`src/rtl/signed_seq_divider.sv`:
```
// Iterative signed non-restoring radix-2 divider with valid/ready handshake.
// Optional `SEQ_DIV_ZERO_FASTPATH_EN skips the iterations for a zero divisor.
module signed_seq_divider #(
  parameter int p_width = 8
) (
  input  logic                      clk_i,
  input  logic                      rst_i,
  input  logic signed [p_width-1:0] dividend_i,
  input  logic signed [p_width-1:0] divisor_i,
  input  logic                      valid_i,
  output logic                      ready_o,
  output logic signed [p_width-1:0] quotient_o,
  output logic signed [p_width-1:0] remainder_o,
  output logic                      div_zero_o,
  output logic                      valid_o,
  input  logic                      ready_i
);

  localparam int cnt_w = $clog2(p_width + 1);
  localparam logic [cnt_w-1:0] last_iter = cnt_w'(p_width - 1);

  typedef enum logic [1:0] {IDLE, BUSY, FIX, DONE} state_t;

  state_t             state;
  logic [cnt_w-1:0]   count;
  logic [p_width+1:0] acc;
  logic [p_width-1:0] dq;
  logic [p_width:0]   dmag;
  logic [p_width-1:0] dividend_raw;
  logic               q_neg;
  logic               r_neg;
  logic               zero;

  logic [p_width-1:0] a_mag;
  logic [p_width:0]   b_mag;
  logic               b_zero;
  logic [p_width+1:0] dext;
  logic [p_width+1:0] shifted;
  logic [p_width+1:0] acc_next;
  logic [p_width-1:0] dq_next;
  logic [p_width-1:0] rem_mag;

  // The partial remainder is p_width+2 bits signed: it stays within +-2*|divisor|.
  always_comb begin
    a_mag    = dividend_i[p_width-1] ? -dividend_i : dividend_i;
    b_mag    = {1'b0, (divisor_i[p_width-1] ? -divisor_i : divisor_i)};
    b_zero   = (divisor_i == '0);
    dext     = {1'b0, dmag};
    shifted  = {acc[p_width:0], dq[p_width-1]};
    acc_next = acc[p_width+1] ? (shifted + dext) : (shifted - dext);
    dq_next  = {dq[p_width-2:0], ~acc_next[p_width+1]};
    rem_mag  = acc[p_width-1:0] + (acc[p_width+1] ? dmag[p_width-1:0] : '0);
  end

  always_ff @(posedge clk_i or posedge rst_i) begin
    if (rst_i) begin
      state        <= IDLE;
      count        <= '0;
      acc          <= '0;
      dq           <= '0;
      dmag         <= '0;
      dividend_raw <= '0;
      q_neg        <= 1'b0;
      r_neg        <= 1'b0;
      zero         <= 1'b0;
      ready_o      <= 1'b1;
      valid_o      <= 1'b0;
      quotient_o   <= '0;
      remainder_o  <= '0;
      div_zero_o   <= 1'b0;
    end else begin
      case (state)
        IDLE: begin
          if (valid_i && ready_o) begin
            acc          <= '0;
            count        <= '0;
            dq           <= a_mag;
            dmag         <= b_mag;
            dividend_raw <= dividend_i;
            q_neg        <= dividend_i[p_width-1] ^ divisor_i[p_width-1];
            r_neg        <= dividend_i[p_width-1];
            zero         <= b_zero;
            ready_o      <= 1'b0;
`ifdef SEQ_DIV_ZERO_FASTPATH_EN
            state        <= b_zero ? FIX : BUSY;
`else
            state        <= BUSY;
`endif
          end
        end
        BUSY: begin
          acc   <= acc_next;
          dq    <= dq_next;
          count <= count + 1'b1;
          if (count == last_iter) state <= FIX;
        end
        FIX: begin
          // Magnitude quotient bits are final; only the remainder needs the restore step.
          if (zero) begin
            quotient_o  <= '1;
            remainder_o <= dividend_raw;
          end else begin
            quotient_o  <= q_neg ? -dq : dq;
            remainder_o <= r_neg ? -rem_mag : rem_mag;
          end
          div_zero_o <= zero;
          valid_o    <= 1'b1;
          state      <= DONE;
        end
        DONE: begin
          if (ready_i) begin
            valid_o <= 1'b0;
            ready_o <= 1'b1;
            state   <= IDLE;
          end
        end
        default: state <= IDLE;
      endcase
    end
  end

endmodule
```
`config.mk`:
```
export PLATFORM = sky130hd
export DESIGN_NAME = signed_seq_divider
export DESIGN_NICKNAME = d
export VERILOG_FILES = /design/src/rtl/signed_seq_divider.sv
export SDC_FILE = /design/constraint.sdc
export NUM_CORES = 1
export LEC_CHECK = 0
export ABC_AREA = 0
export BUFFER_PORTS_ARGS = -buffer_cell sky130_fd_sc_hd__buf_4
export CORE_ASPECT_RATIO = 1.75
export CORE_UTILIZATION = 25
export DETAILED_ROUTE_END_ITERATION = 6
export PLACE_DENSITY = 0.47
export SLEW_MARGIN = 40
export SYNTH_ARGS = -nofsm -noshare
export SYNTH_HDL_FRONTEND = slang
export SYNTH_SLANG_ARGS = --single-unit
```
`constraint.sdc`:
```
create_clock -name clk_i -period 3.45 [get_ports clk_i]
set_input_delay 0.345 -clock clk_i [delete_from_list [all_inputs] [get_ports clk_i]]
set_output_delay 0.345 -clock clk_i [all_outputs]
set_load 0.01 [all_outputs]
```
==> impl_results.md <==
- Status: finished, violations left
- Violated checks: DRC
- Area contributors post-synth: dfrtp_1 (37%), ha_1 (8.4%), o21ai_0 (5.4%)
- Fin Hold WS: about 0.09 ns
- Final Hold Viols: 0
- Period minus WS final: approximately 3 ns
- Critical-path maximum fanout: 15
- Largest net degree at the start of global routing: 37
- Placed Instances: about 670
- DP HPWL: just over 8000 um
- Met1 Resource Use GR: a little over an eighth
- Routing usage on met2: a little over a quarter
- H-Tree Depth: 3
- Final period utilization: a little over four fifths
- Final count of pins violating max slew: 0
- CTS root buf: clkbuf_16
- M3 GR Usage: 2.10%
- Initial core utilization: about a quarter
- Crit path buf inv count: 1
- Via Count: 3,273
- DIE WIDTH: about 98 um
- Post-Route Skew: about 0.0081 ns
- Syn Area/Cell: approximately 8.9 sq um
- Worst-path clk slew: ~0.060 ns
- Worst Setup EP: remainder_o[6]
- Top FF cell, synth: dfrtp_1
- Area share of the largest cell type after synthesis: between 30% and 40%
- Crit-path slowest cell: dfrtp_1
- Die ar.: around 17,000 sq um
- Fin util: between 30% and 40%
- Most common cell after layout, fill and taps aside: dfrtp_1
- Vias in the first global route: around 3,300
- Post-CTS Setup Bufs: 0
- Kind of critical path: flop to flop
- Drt first pass iters: 6
- Fillers: between 1,500 and 2,000
- Final TNS setup: 0 ns
- # clock sinks: 61
- Ys async rst share: 100%
- Total grt overflow: 0
- Critical Path Max Stage Delay: approximately 0.52 ns
- Synth area leader: dfrtp_1
- Hold Path Class: input port to asynchronous set/reset pin
- RSZ-0062 raised after global routing: no
- # resized after CTS: 0
- Post-synth EDFFs: 0
- Critical path data required time: approximately 3.7 ns
- CP Launch Type: flop
- R2R Path Start: acc[9]
- DRC: 6
- Critical path arrival: ~3.1 ns
- Commonest cells after routing, fill and taps aside: dfrtp_1 (60), nand2_1 (55), buf_4 (44), o21ai_0 (43), inv_1 (29)
- Synth Net Count: 500
- Ys Warns: 0
- Cell mode on critical path: nor2_1
- Vias per inst: 4.81
- GRT Resource Usage Total: around 14%
- Initial antenna violation count: 0
- Final ANT Viol Nets: 0
- P&R area growth vs syn: 20.1%
- N_diodes: 0
- Pleak: 2.23 nW
- Hold buffers post-CTS: 0
- Final setup vio count: 0
- Seq cells post-synth: 61
- Wirelength, routed: 10,500 um
- First-pass GRT wire length: 17,200 um
- Final nets: 536
- Number of cells in the finished layout apart from fillers: roughly 680
- Worst vdd ir: 0.305 mV
- CTS tree: yes
- DP Worst Slack: approximately 0.49 ns
- Clk_lat worst skew: 0.33 ns
- Reg2reg path depth: 10
- Crit path cell chain: inv_1 > nor2_1 > ha_1 > fa_1 > a211oi_1 > nor2_1 > xor2_1 > o31a_1 > mux2i_1 > nand3_1
- Clock Tree Buf Depth: 2
- Worst slew pin tran: ~0.70 ns
- Crit path max-delay family: adder cells
- Layout cell share with drive strength beyond 1: roughly 16%
- Top Usage Layer GRT: met2
- Die height: roughly 170 um
- Synthesized cell area: a little over 4000 sq um
- Max_cap viols: 0
- Unique masters post-synth: 57
- 1st-iter DRT viols: 118
- Critical path endpoint category: flop
- Levels on crit path: 10
- Reg2Reg Setup Slack: between 0.5 and 0.6 ns
- Num ports: 39
- IO buf count: 38
- Relative slew slack: a little over half
- FMAX: roughly 340 MHz
- GP Congestion: ~0.80
- Total CTS buffers: 9
- Critical Path Start: acc[9]
- PwrDens: 1040 nW/um^2
- Wire length per cell: 15.5 um
- Row cnt: 61
- Mapped Cells: roughly 450
- Sequential share of the synthesized area: between 30% and 40%
- Placeable Area: between 15,000 and 20,000 sq um
- Worst R2R End: remainder_o[6]
- Setup ws final: about 0.53 ns
## worst register-to-register path, stage by stage, from the launching register on
cell	delay [ns]
dfrtp_1	0.52
inv_1	0.19
nor2_1	0.07
ha_1	0.21
fa_1	0.41
a211oi_1	0.37
nor2_1	0.11
xor2_1	0.27
o31a_1	0.20
mux2i_1	0.31
nand3_1	0.12
## per-stage QoR
stage / total power [mW] / area [sq um]
after floorplan: 3.33 / 4020
after global placement: 4.09 / 4510
after detailed placement: 4.14 / 4510
after CTS: 5.10 / 4830
after global routing: 5.48 / 4830
final: 5.03 / 4830
## logic make-up after synthesis
| group | Yosys count | share of synthesized area [%] |
|---|---|---|
| AND/OR/NAND/NOR | 141 | 17.0 |
| flip-flops | 61 | 38.0 |
| multiplexers | 15 | 4.02 |
| AO/OA/AOI/OAI | 118 | 18.6 |
| buffers and inverters | 49 | 4.64 |
| adder cells (fa/ha/maj) | 29 | 9.40 |
| XOR/XNOR | 38 | 8.28 |
## final cells by class
type                            instances  area [sq um]  area share [%]
Clock buffer                           13           270            5.60
Clock inverter                          3          42.5           0.881
Inverter                               30           114            2.36
Multi-Input combinational cell        341          2310            47.8
Sequential cell                        61          1530            31.6
Tap cell                              189           236            4.90
Timing Repair Buffer                   44           330            6.84
## where the power goes
group / leakage (nW) / internal [mW] / switching, mW
registers: 0.758 / 1.04 / 0.334
logic: 1.32 / 1.23 / 1.48
clock network: 0.152 / 0.617 / 0.330
total: 2.23 / 2.89 / 2.14
## cell usage after synthesis, drive strengths merged, types with 4 or more instances
master / number
xnor2: 19
clkbuf: 16
o22a: 8
and2: 7
ha: 27
a21o: 6
nand3: 10
nand2: 55
xor2: 19
nor3: 6
nor2b: 8
mux2: 9
inv: 30
dfrtp: 60
o31ai: 4
o21ai: 44
and3: 4
mux2i: 6
or2: 4
or3: 8
nor2: 26
a21oi: 28
## flip-flops by register name, indices dropped and copies added (netlist names), 2 cells and up
register and flops:
quotient_o 8, acc 10, state 2, dq 8, dmag 8, remainder_o 8
dividend_raw 8, count 4
## worst min path at each step
| stage | from | endpoint | slack (ns) | depth (start not counted) |
|---|---|---|---|---|
| final | rst_i | quotient_o[5] | 0.09 | 2 |
| after floorplan | ready_i | valid_o | 0.43 | 1 |
| after detailed placement | count[3] | count[3] | 0.47 | 1 |
| after global routing | rst_i | quotient_o[5] | 0.14 | 2 |
| after CTS | rst_i | quotient_o[0] | 0.20 | 2 |
| after global placement | count[3] | count[3] | 0.47 | 1 |
## metal layers
layer | part of all wire (%) | vias up | wire, um
met5 | 0 | - | 0
met4 | 3.9 | 0 | 416
met3 | 1.7 | 17 | 184
met2 | 57 | 42 | 5960
met1 | 38 | 1578 | 3970
li1 | - | 1636 | -
Power figures use the tool's default switching activity.
